## src/rtl/iobuf_pkg.sv

```systemverilog
`default_nettype none
// ============================================================================
//  Package   : iobuf_pkg
//  Purpose   : Shared status-field encodings and sequencer state encodings
//              for the I/O buffer address sequencer.
//  Revision  : 1.0  initial release
// ============================================================================
package iobuf_pkg;

  // Status field returned by ABuf alongside each DBuf address
  localparam logic [1:0] ST_NOP   = 2'b00;
  localparam logic [1:0] ST_LOAD  = 2'b01;
  localparam logic [1:0] ST_STORE = 2'b10;
  localparam logic [1:0] ST_HALT  = 2'b11;

  // Sequencer states
  typedef enum logic [1:0] {
    S_IDLE  = 2'd0,
    S_RUN   = 2'd1,
    S_DRAIN = 2'd2,
    S_DONE  = 2'd3
  } state_t;

endpackage : iobuf_pkg
`default_nettype wire

```

## src/rtl/iobuf_seq_if.sv

```systemverilog
`default_nettype none
// ============================================================================
//  Interface : iobuf_seq_if
//  Purpose   : Control/handshake bundle between the CGRA run controller,
//              the ABuf/DBuf I/O buffer and the address sequencer.
//  Revision  : 1.0  initial release
// ============================================================================
interface iobuf_seq_if #(
  parameter int AWIDTH = 16
);

  logic              Start;
  logic [AWIDTH-1:0] End_Addr;
  logic              Stall;
  logic [1:0]        DBuf_Status;
  logic [AWIDTH-1:0] ABuf_Addr;
  logic              DBuf_Wea;
  logic              Rd_Valid;
  logic              Busy;
  logic              Done;

  // Sequencer side
  modport master (
    input  Start,
    input  End_Addr,
    input  Stall,
    input  DBuf_Status,
    output ABuf_Addr,
    output DBuf_Wea,
    output Rd_Valid,
    output Busy,
    output Done
  );

  // Controller / buffer side
  modport slave (
    output Start,
    output End_Addr,
    output Stall,
    output DBuf_Status,
    input  ABuf_Addr,
    input  DBuf_Wea,
    input  Rd_Valid,
    input  Busy,
    input  Done
  );

endinterface : iobuf_seq_if
`default_nettype wire

```

## src/rtl/iobuf_seq.sv

```systemverilog
`default_nettype none
// ============================================================================
//  Module    : iobuf_seq
//  Purpose   : Walks ABuf from entry 0 to End_Addr, decodes the returned
//              status per entry into DBuf write enables and load-valid
//              flags, and handles stall / early-halt / completion.
//  Revision  : 1.0  initial release
// ============================================================================
module iobuf_seq
  import iobuf_pkg::*;
#(
  parameter int AWIDTH = 16,
  parameter int DWIDTH = 32
) (
  input  wire logic   Clk,
  input  wire logic   Rst,
  iobuf_seq_if.master io
);

  // DWIDTH exists only to keep parameter lists aligned with the I/O buffer;
  // reject nonsensical values at elaboration.
  if (DWIDTH < 1) begin : g_dwidth_check
    $error("iobuf_seq: DWIDTH must be positive");
  end

  localparam logic [AWIDTH-1:0] ADDR_ONE = {{(AWIDTH-1){1'b0}}, 1'b1};

  state_t            state;
  state_t            next_state;
  logic [AWIDTH-1:0] addr;
  logic [AWIDTH-1:0] addr_next;
  logic [AWIDTH-1:0] end_addr;
  logic [AWIDTH-1:0] end_addr_next;
  logic              issue_v;     // an ABuf entry is issued this cycle
  logic              v1;          // entry issued last cycle; status valid now
  logic              v1_next;
  logic              halt;        // HALT status seen on a valid entry
  logic              rd_valid;
  logic              busy;
  logic              done;

  assign halt    = v1 & (io.DBuf_Status == ST_HALT);
  // A HALT squashes whatever is issued alongside it
  assign v1_next = issue_v & ~halt;

  // Next-state, address counter and issue decision
  always_comb begin
    next_state    = state;
    addr_next     = addr;
    end_addr_next = end_addr;
    issue_v       = 1'b0;
    case (state)
      S_IDLE: begin
        if (io.Start) begin
          end_addr_next = io.End_Addr;
          addr_next     = '0;
          next_state    = S_RUN;
        end
      end
      S_RUN: begin
        issue_v = ~io.Stall;
        if (halt) begin
          // Early halt beats stall; address freezes on the squashed entry
          next_state = S_DRAIN;
        end else if (issue_v) begin
          // Compare before incrementing so the last entry never wraps
          if (addr == end_addr) begin
            next_state = S_DRAIN;
          end else begin
            addr_next = addr + ADDR_ONE;
          end
        end
      end
      S_DRAIN: begin
        // Wait for both pipe stages to empty; stall has no effect here
        if (!v1 && !rd_valid) begin
          next_state = S_DONE;
        end
      end
      S_DONE: begin
        next_state = S_IDLE;
      end
      default: begin
        next_state = S_IDLE;
      end
    endcase
  end

  // State, address and registered status outputs
  always_ff @(posedge Clk or posedge Rst) begin
    if (Rst) begin
      state    <= S_IDLE;
      addr     <= '0;
      end_addr <= '0;
      v1       <= 1'b0;
      rd_valid <= 1'b0;
      busy     <= 1'b0;
      done     <= 1'b0;
    end else begin
      state    <= next_state;
      addr     <= addr_next;
      end_addr <= end_addr_next;
      v1       <= v1_next;
      rd_valid <= v1 & (io.DBuf_Status == ST_LOAD);
      busy     <= (next_state == S_RUN) || (next_state == S_DRAIN);
      done     <= (next_state == S_DONE);
    end
  end

  // Write enable is combinational so it lines up with DBuf_Addr from ABuf
  assign io.DBuf_Wea  = v1 & (io.DBuf_Status == ST_STORE);
  assign io.ABuf_Addr = addr;
  assign io.Rd_Valid  = rd_valid;
  assign io.Busy      = busy;
  assign io.Done      = done;

endmodule : iobuf_seq
`default_nettype wire

```

## src/flat_wrapper.sv

```systemverilog
// flat-port wrapper written by rule: the top's interface ports become plain ports
module iobuf_seq_flat import iobuf_pkg::*;
#(
  parameter int AWIDTH = 16,
  parameter int DWIDTH = 32
)
  (Clk, Rst, io_Start, io_End_Addr, io_Stall, io_DBuf_Status, io_ABuf_Addr, io_DBuf_Wea, io_Rd_Valid, io_Busy, io_Done);
  iobuf_seq_if #(.AWIDTH(AWIDTH)) io_i ();
  input  wire logic Clk;
  input  wire logic Rst;
  input wire logic [$bits(io_i.Start)-1:0] io_Start;
  input wire logic [$bits(io_i.End_Addr)-1:0] io_End_Addr;
  input wire logic [$bits(io_i.Stall)-1:0] io_Stall;
  input wire logic [$bits(io_i.DBuf_Status)-1:0] io_DBuf_Status;
  output wire logic [$bits(io_i.ABuf_Addr)-1:0] io_ABuf_Addr;
  output wire logic [$bits(io_i.DBuf_Wea)-1:0] io_DBuf_Wea;
  output wire logic [$bits(io_i.Rd_Valid)-1:0] io_Rd_Valid;
  output wire logic [$bits(io_i.Busy)-1:0] io_Busy;
  output wire logic [$bits(io_i.Done)-1:0] io_Done;
  assign io_i.Start = io_Start;
  assign io_i.End_Addr = io_End_Addr;
  assign io_i.Stall = io_Stall;
  assign io_i.DBuf_Status = io_DBuf_Status;
  assign io_ABuf_Addr = io_i.ABuf_Addr;
  assign io_DBuf_Wea = io_i.DBuf_Wea;
  assign io_Rd_Valid = io_i.Rd_Valid;
  assign io_Busy = io_i.Busy;
  assign io_Done = io_i.Done;
  iobuf_seq #(.AWIDTH(AWIDTH), .DWIDTH(DWIDTH)) u_core (.Clk(Clk), .Rst(Rst), .io(io_i));
endmodule
```

## config.mk

```make
export PLATFORM = sky130hd
export DESIGN_NAME = iobuf_seq_flat
export DESIGN_NICKNAME = d
export VERILOG_FILES = /design/src/rtl/iobuf_pkg.sv /design/src/rtl/iobuf_seq_if.sv /design/src/rtl/iobuf_seq.sv /design/src/flat_wrapper.sv
export SDC_FILE = /design/constraint.sdc
export NUM_CORES = 1
export LEC_CHECK = 0
export BUFFER_PORTS_ARGS = -buffer_cell sky130_fd_sc_hd__buf_2
export CORE_UTILIZATION = 48
export DETAILED_ROUTE_END_ITERATION = 10
export PLACE_DENSITY_LB_ADDON = 0.05
export SETUP_SLACK_MARGIN = 0.2
export SLEW_MARGIN = 20
export SYNTH_ARGS = -nofsm -noshare
export SYNTH_HDL_FRONTEND = slang
export SYNTH_SLANG_ARGS = --single-unit
```

## constraint.sdc

```tcl
create_clock -name Clk -period 2.05 [get_ports Clk]
set_input_delay 0.1025 -clock Clk [delete_from_list [all_inputs] [get_ports Clk]]
set_output_delay 0.1025 -clock Clk [all_outputs]
set_load 0.005 [all_outputs]
```

==> flow_summary_export.csv, run 1 <==
group,metric,value,unit
placement,dp_hpwl,3.05,mm
timing,worst_slew_pin_slew,0.490,ns
clock_network,cts_root_buf,"clkbuf_8",
synth,yosysSeqAreaShare,48.8,%
global_routing,grt_pass1_wl,7.76,mm
routing,ant_nets,0,
timing,maxSlewViolCount,0,
setup_path,crit_type,"reg -> reg",
synth,async_flop_share,100,%
placement,place.gp.congestion,0.886,
synth,yosys-top-cells-count,"nand2_1, dfrtp_1, xnor2_1",
setup_path,cp.arrival,2.07,ns
routing,vias,1730,
cells_and_area,nFillCells,300,
setup_path,path_max_fanout,8,
timing,fin_crit_sh,90.8,%
power,ir_drop,0.696,mV
floorplanning,dieArea,0.00432,mm^2
clock_network,cts_made_buffers,5,
global_routing,overflow,0,
floorplanning,io_pins,42,
global_routing,grt_util_all_layers,24.6,%
routing,drt_pass1_iterations,4,
outcome,status,"finished clean",
clock_network,clock_latency,0.29,ns
power,powerDensity,1050,mW/mm^2
timing,finalHoldViolations,0,
clock_network,cts_buffer_depth,2,
setup_path,end_kind,"register",
routing,drt_iter0_drc,115,
synth,ys.flop_type,"dfrtp_1",
floorplanning,core_region_area,0.00377,mm^2
synth,synth_area_per_cell,9.51,um^2
cells_and_area,area_growth,31.0,%
clock_network,clkSinkCount,38,
setup_path,required,2.26,ns
routing,drt-wirelength-per-cell,14.5,um
global_routing,grt_start_max_net_pins,39,
run,drv_cap,0,
routing,drt-total-wl,4.73,mm
clock_network,cts_tree,"built",
floorplanning,start_util,51.7,%
timing,fin_crit,1.86,ns
global_routing,first_global_vias,1593,
clock_network,clkTransAtPathRegs,0.08,ns
timing,fin_skew,0.0124,ns
clock_network,htree_levels,2,
synth,synth_nets,229,
placement,portBuffers,41,
synth,synth_edf_count,0,
routing,viasPerCell,5.32,
timing,setup_viol,0,
power,p_leak,1.26,nW
synth,yosysTopAreaCell,"dfrtp_1",
synth,ys_types,38,
synth,netlist_area,0.00195,mm^2
synth,ys_warn_count,0,
timing,finalSetupTns,0,ns
timing,rsz0062_at_grt,"yes",
timing,worst_hold_slack,0.00342,ns
floorplanning,die_x,65.7,um
hold_path,hold_class,"in -> reg",
synth,synthCells,205,
floorplanning,die_h,65.7,um
timing,timing.fmax,537,MHz
setup_path,critPathLaunchType,"register",
synth,synth_area_leaders,"dfrtp_1, nand2_1, xnor2_1",
timing,maxSlewHeadroom,67.3,%
synth,synth_seq_cells,38,
floorplanning,fp-row-count,22,
global_routing,antenna_found_initial,0,
routing,drc,0,
cells_and_area,drive_gt1_share,34.3,%
synth,yosysMostFrequentCell,"nand2_1",
cells_and_area,antennaDiodeCount,0,
cells_and_area,layout.nets,300,
synth,synth_top_area_share,48.8,%
==> worst paths after layout <==
kind	startpoint	endpoint	slack (ns)	cells past startpoint
min reg2reg	u_core.end_addr[6]	u_core.end_addr[6]	0.50	2
max in group asynchronous	Rst	u_core.io.ABuf_Addr[9]	1.20	4
max	u_core.v1	u_core.io.ABuf_Addr[7]	0.19	6
min in group asynchronous	Rst	u_core.io.ABuf_Addr[3]	0.48	4
max reg2reg	u_core.v1	u_core.io.ABuf_Addr[7]	0.19	6
min	io_End_Addr[12]	u_core.end_addr[12]	0.003	3
==> routing by layer <==
metal	vias to the layer above	GRT usage, %	wire [um]
li1	850	-	-
met1	810	34.4	2110
met2	66	37.0	2250
met3	4	5.21	319
met4	0	9.24	51
met5	-	0	0
==> placed cells by master, fill, tap and decap left out, types with 2 or more instances in the layout <==
master,count
a21oi_1,6
and3_1,2
and4_1,2
buf_2,41
buf_4,27
clkbuf_1,2
clkbuf_8,6
dfrtp_1,32
dfrtp_2,6
dlygate4sd3_1,4
ha_1,2
inv_1,2
mux2i_1,7
nand2_1,64
nand2b_1,2
nand3_1,7
nand4_1,6
nor2_1,4
nor3_1,2
o21a_1,2
o311ai_0,2
o31ai_1,5
or4_1,7
xnor2_1,14
xnor2_2,2
==> critical path, cell delays in order, from the launching register on <==
cell,delay (ns)
dfrtp_1,0.38
and3_4,0.19
or3_4,0.44
clkinv_4,0.08
nand2_4,0.06
or4_1,0.47
a21oi_1,0.14
==> report_power, final <==
part           internal [mW]  leakage (nW)  switching, mW
sequential             0.974         0.485          0.181
clock                  0.274        0.0455          0.261
combinational          0.493         0.725          0.502
==> kinds of logic (layout without fill, tap and decap cells) <==
family | count (synthesis) | count (layout) | share of synthesized area [%]
AOI/OAI and AO/OA | 21 | 21 | 7.25
adders and majority gates | 2 | 2 | 1.28
and+or+nand+nor | 109 | 109 | 28.5
buffers and inverters | 12 | 84 | 3.40
muxes | 7 | 7 | 3.59
xor gates and xnor gates | 16 | 16 | 7.19
DFF | 38 | 38 | 48.8
==> repair_timing <==
action,CTS,global route
pin swaps,8,4
endpoints found under the setup margin,5,18
buffers inserted,10,7
resized for setup,4,5
hold endpoints to repair,41,0
hold buffers,4,0
==> through the flow <==
stage | utilization (%) | setup WS, ns | power, mW | cell area, um^2 | instances
floorplan | - | 0.0763 | 1.74 | 1960 | 205
global placement | 59.8 | 0.164 | 1.95 | 2260 | 296
detailed placement | 59.8 | 0.116 | 1.98 | 2260 | 296
CTS | 65.6 | 0.196 | 2.60 | 2470 | 318
global route | 67.7 | 0.111 | 2.88 | 2550 | 325
finish | 67.7 | 0.189 | 2.69 | 2550 | 325
==> sequential cells by signal, summed over array words and instances (netlist names) <==
register,cells
u_core.state,2
u_core.v1,1
u_core.io.Done,1
u_core.io.ABuf_Addr,16
u_core.io.Busy,1
u_core.end_addr,16
u_core.io.Rd_Valid,1
==> area by class of cell <==
type                    count  area [um^2]  share of cell area, %
clock buffers               8         90.1                   3.53
inverters                   3         16.3                  0.637
multi-input cells         155          970                   38.0
well taps                  48         60.1                   2.35
flip-flops and latches     38          958                   37.5
repair buffers             73          459                   18.0
Power figures use the tool's default switching activity.
==> run 2, diff against run 1 <==
--- a/config.mk
+++ b/config.mk
@@ -8,6 +8,7 @@
 export BUFFER_PORTS_ARGS = -buffer_cell sky130_fd_sc_hd__buf_2
 export CORE_UTILIZATION = 48
 export DETAILED_ROUTE_END_ITERATION = 10
+export HOLD_SLACK_MARGIN = 0.05
 export PLACE_DENSITY_LB_ADDON = 0.05
 export SETUP_SLACK_MARGIN = 0.2
 export SLEW_MARGIN = 20
==> flow_summary_export.csv, run 2 (synthesis gave the netlist of run 1 again) <==
group,metric,value,unit
outcome,status,"finished clean",
timing,worst_slew_pin_slew,0.490,ns
timing,finalSetupTns,0,ns
setup_path,cp.arrival,2.05,ns
clock_network,clkTransAtPathRegs,0.08,ns
cells_and_area,design_area,0.00270,mm^2
clock_network,cts_buffer_depth,2,
placement,placedCellCount,296,
power,powerDensity,1010,mW/mm^2
floorplanning,die_x,65.7,um
cells_and_area,final_cell_mix,"nand2_1, buf_2, dfrtp_1",
global_routing,grt_start_max_net_pins,39,
timing,timing.fmax,537,MHz
power,p_leak,1.32,nW
routing,drc,0,
global_routing,grt_util_all_layers,25.7,%
setup_path,end_kind,"register",
cells_and_area,drive_gt1_share,32.5,%
routing,ant_nets,0,
setup_path,cp_cell_sequence,"xnor2_2 > nand4_1 > nor4_4 > a211o_2 > o311ai_2 > ha_1",
power,p_int,1.76,mW
cells_and_area,multi_input_area,970,um^2
setup_path,critPathMaxStageDelay,0.44,ns
cells_and_area,antennaDiodeCount,0,
clock_network,cts_root_buf,"clkbuf_8",
routing,drt_pass1_iterations,4,
timing,maxSlewViolCount,0,
clock_network,clock_latency,0.29,ns
routing,viasPerCell,5.24,
cells_and_area,regArea,958,um^2
cells_and_area,layout.nets,315,
cells_and_area,final_cells,340,
power,pwr-share-clk,20.0,%
clock_network,htree_levels,2,
setup_path,path_buf_inv,0,
setup_path,crit_type,"reg -> reg",
placement,place.gp.congestion,0.886,
clock_network,clkSinkCount,38,
timing,fin_crit_sh,90.8,%
floorplanning,start_util,51.7,%
floorplanning,core_region_area,0.00377,mm^2
cells_and_area,area_growth,38.5,%
timing,fin_skew,0.00949,ns
timing,rsz0062_at_grt,"yes",
placement,dp_hpwl,3.05,mm
routing,drt_iter0_drc,109,
cells_and_area,nFillCells,287,
global_routing,grt_pass1_wl,8.13,mm
placement,dpl_cell_area,0.00226,mm^2
power,p_seq_share,42.6,%
routing,drt-wirelength-per-cell,14.6,um
global_routing,overflow,0,
placement,portBuffers,41,
power,p_sw_share,35.3,%
floorplanning,fp-row-count,22,
routing,vias,1783,
run,drv_cap,0,
power,ir_drop,0.724,mV
timing,fin_ws,0.188,ns
setup_path,required,2.23,ns
global_routing,antenna_found_initial,0,
timing,fin_crit,1.86,ns
power,switchingPower,0.959,mW
timing,setup_viol,0,
setup_path,slowest_stage,"dfrtp_2",
setup_path,critPathLaunchType,"register",
routing,drt-total-wl,4.96,mm
floorplanning,dieArea,0.00432,mm^2
placement,dp_slack,0.116,ns
clock_network,cts_made_buffers,5,
timing,finalHoldViolations,0,
floorplanning,die_h,65.7,um
global_routing,first_global_vias,1692,
setup_path,critPathTopFamily,"simple AND/OR/NAND/NOR gates",
setup_path,path_max_fanout,3,
clock_network,cts_tree,"built",
cells_and_area,layout_commonest_cell,"nand2_1",
timing,maxSlewHeadroom,67.3,%
floorplanning,io_pins,42,
power,combinationalPowerShare,37.4,%
hold_path,hold_class,"in -> reg",
## run 2: cell count changes in the layout (fill, tap and decap cells not counted)
| cell | delta |
|---|---|
| buf_4 | +1 |
| buf_6 | -1 |
| dlygate4sd3_1 | +15 |
## run 2: what timing repair did
item / 4_1_cts / 5_1_grt
setup buffers: 10 / 7
hold endpoints to repair: 55 / 0
cloned: 0 / 0
endpoints found under the setup margin: 5 / 18
resized for setup: 4 / 4
pin swaps: 8 / 5
hold buffers: 19 / 0
## run 2: worst paths after layout
kind | endpoint | cells past startpoint | from | slack (ns)
min | u_core.state[1] | 4 | io_Stall | 0.23
max in group asynchronous | u_core.io.ABuf_Addr[6] | 4 | Rst | 1.21
max | u_core.io.Busy | 6 | u_core.io.ABuf_Addr[1] | 0.19
min in group asynchronous | u_core.io.ABuf_Addr[3] | 4 | Rst | 0.47
min reg2reg | u_core.end_addr[6] | 2 | u_core.end_addr[6] | 0.50
max reg2reg | u_core.io.Busy | 6 | u_core.io.ABuf_Addr[1] | 0.19
## run 2: power groups by stage
stage	clock network [mW]	registers, mW	logic [mW]
final	0.543	1.16	1.02
after floorplan	0	1.14	0.592
after global routing	0.581	1.18	1.14
after global placement	0	1.18	0.773
after CTS	0.538	1.16	0.924
after detailed placement	0	1.19	0.788
## run 2: per-stage QoR
stage	total power [mW]	util, %	hold slack [ns]
finish	2.72	71.6	0.228
global route	2.90	71.6	0.253
CTS	2.62	69.6	0.227
detailed placement	1.98	59.8	0.243
global placement	1.95	59.8	0.232
floorplan	1.74	-	0.168
## run 2: final cells by class
| type | count | share of cell area [%] |
|---|---|---|
| Multi-Input combinational cell | 155 | 35.9 |
| Tap cell | 48 | 2.22 |
| Timing Repair Buffer | 88 | 22.4 |
| Clock buffer | 8 | 3.34 |
| Inverter | 3 | 0.602 |
| Sequential cell | 38 | 35.5 |
## run 2: worst min-delay path: stages
cell     delay, ns
buf_2         0.09
inv_1         0.05
a21oi_2       0.12
o21ai_1       0.11
## run 2: metal layers
layer | track usage [%] | wire length (um)
met2 | 40.3 | 2400
met4 | 8.97 | 54
met5 | 0 | 0
met3 | 5.21 | 302
met1 | 35.0 | 2200
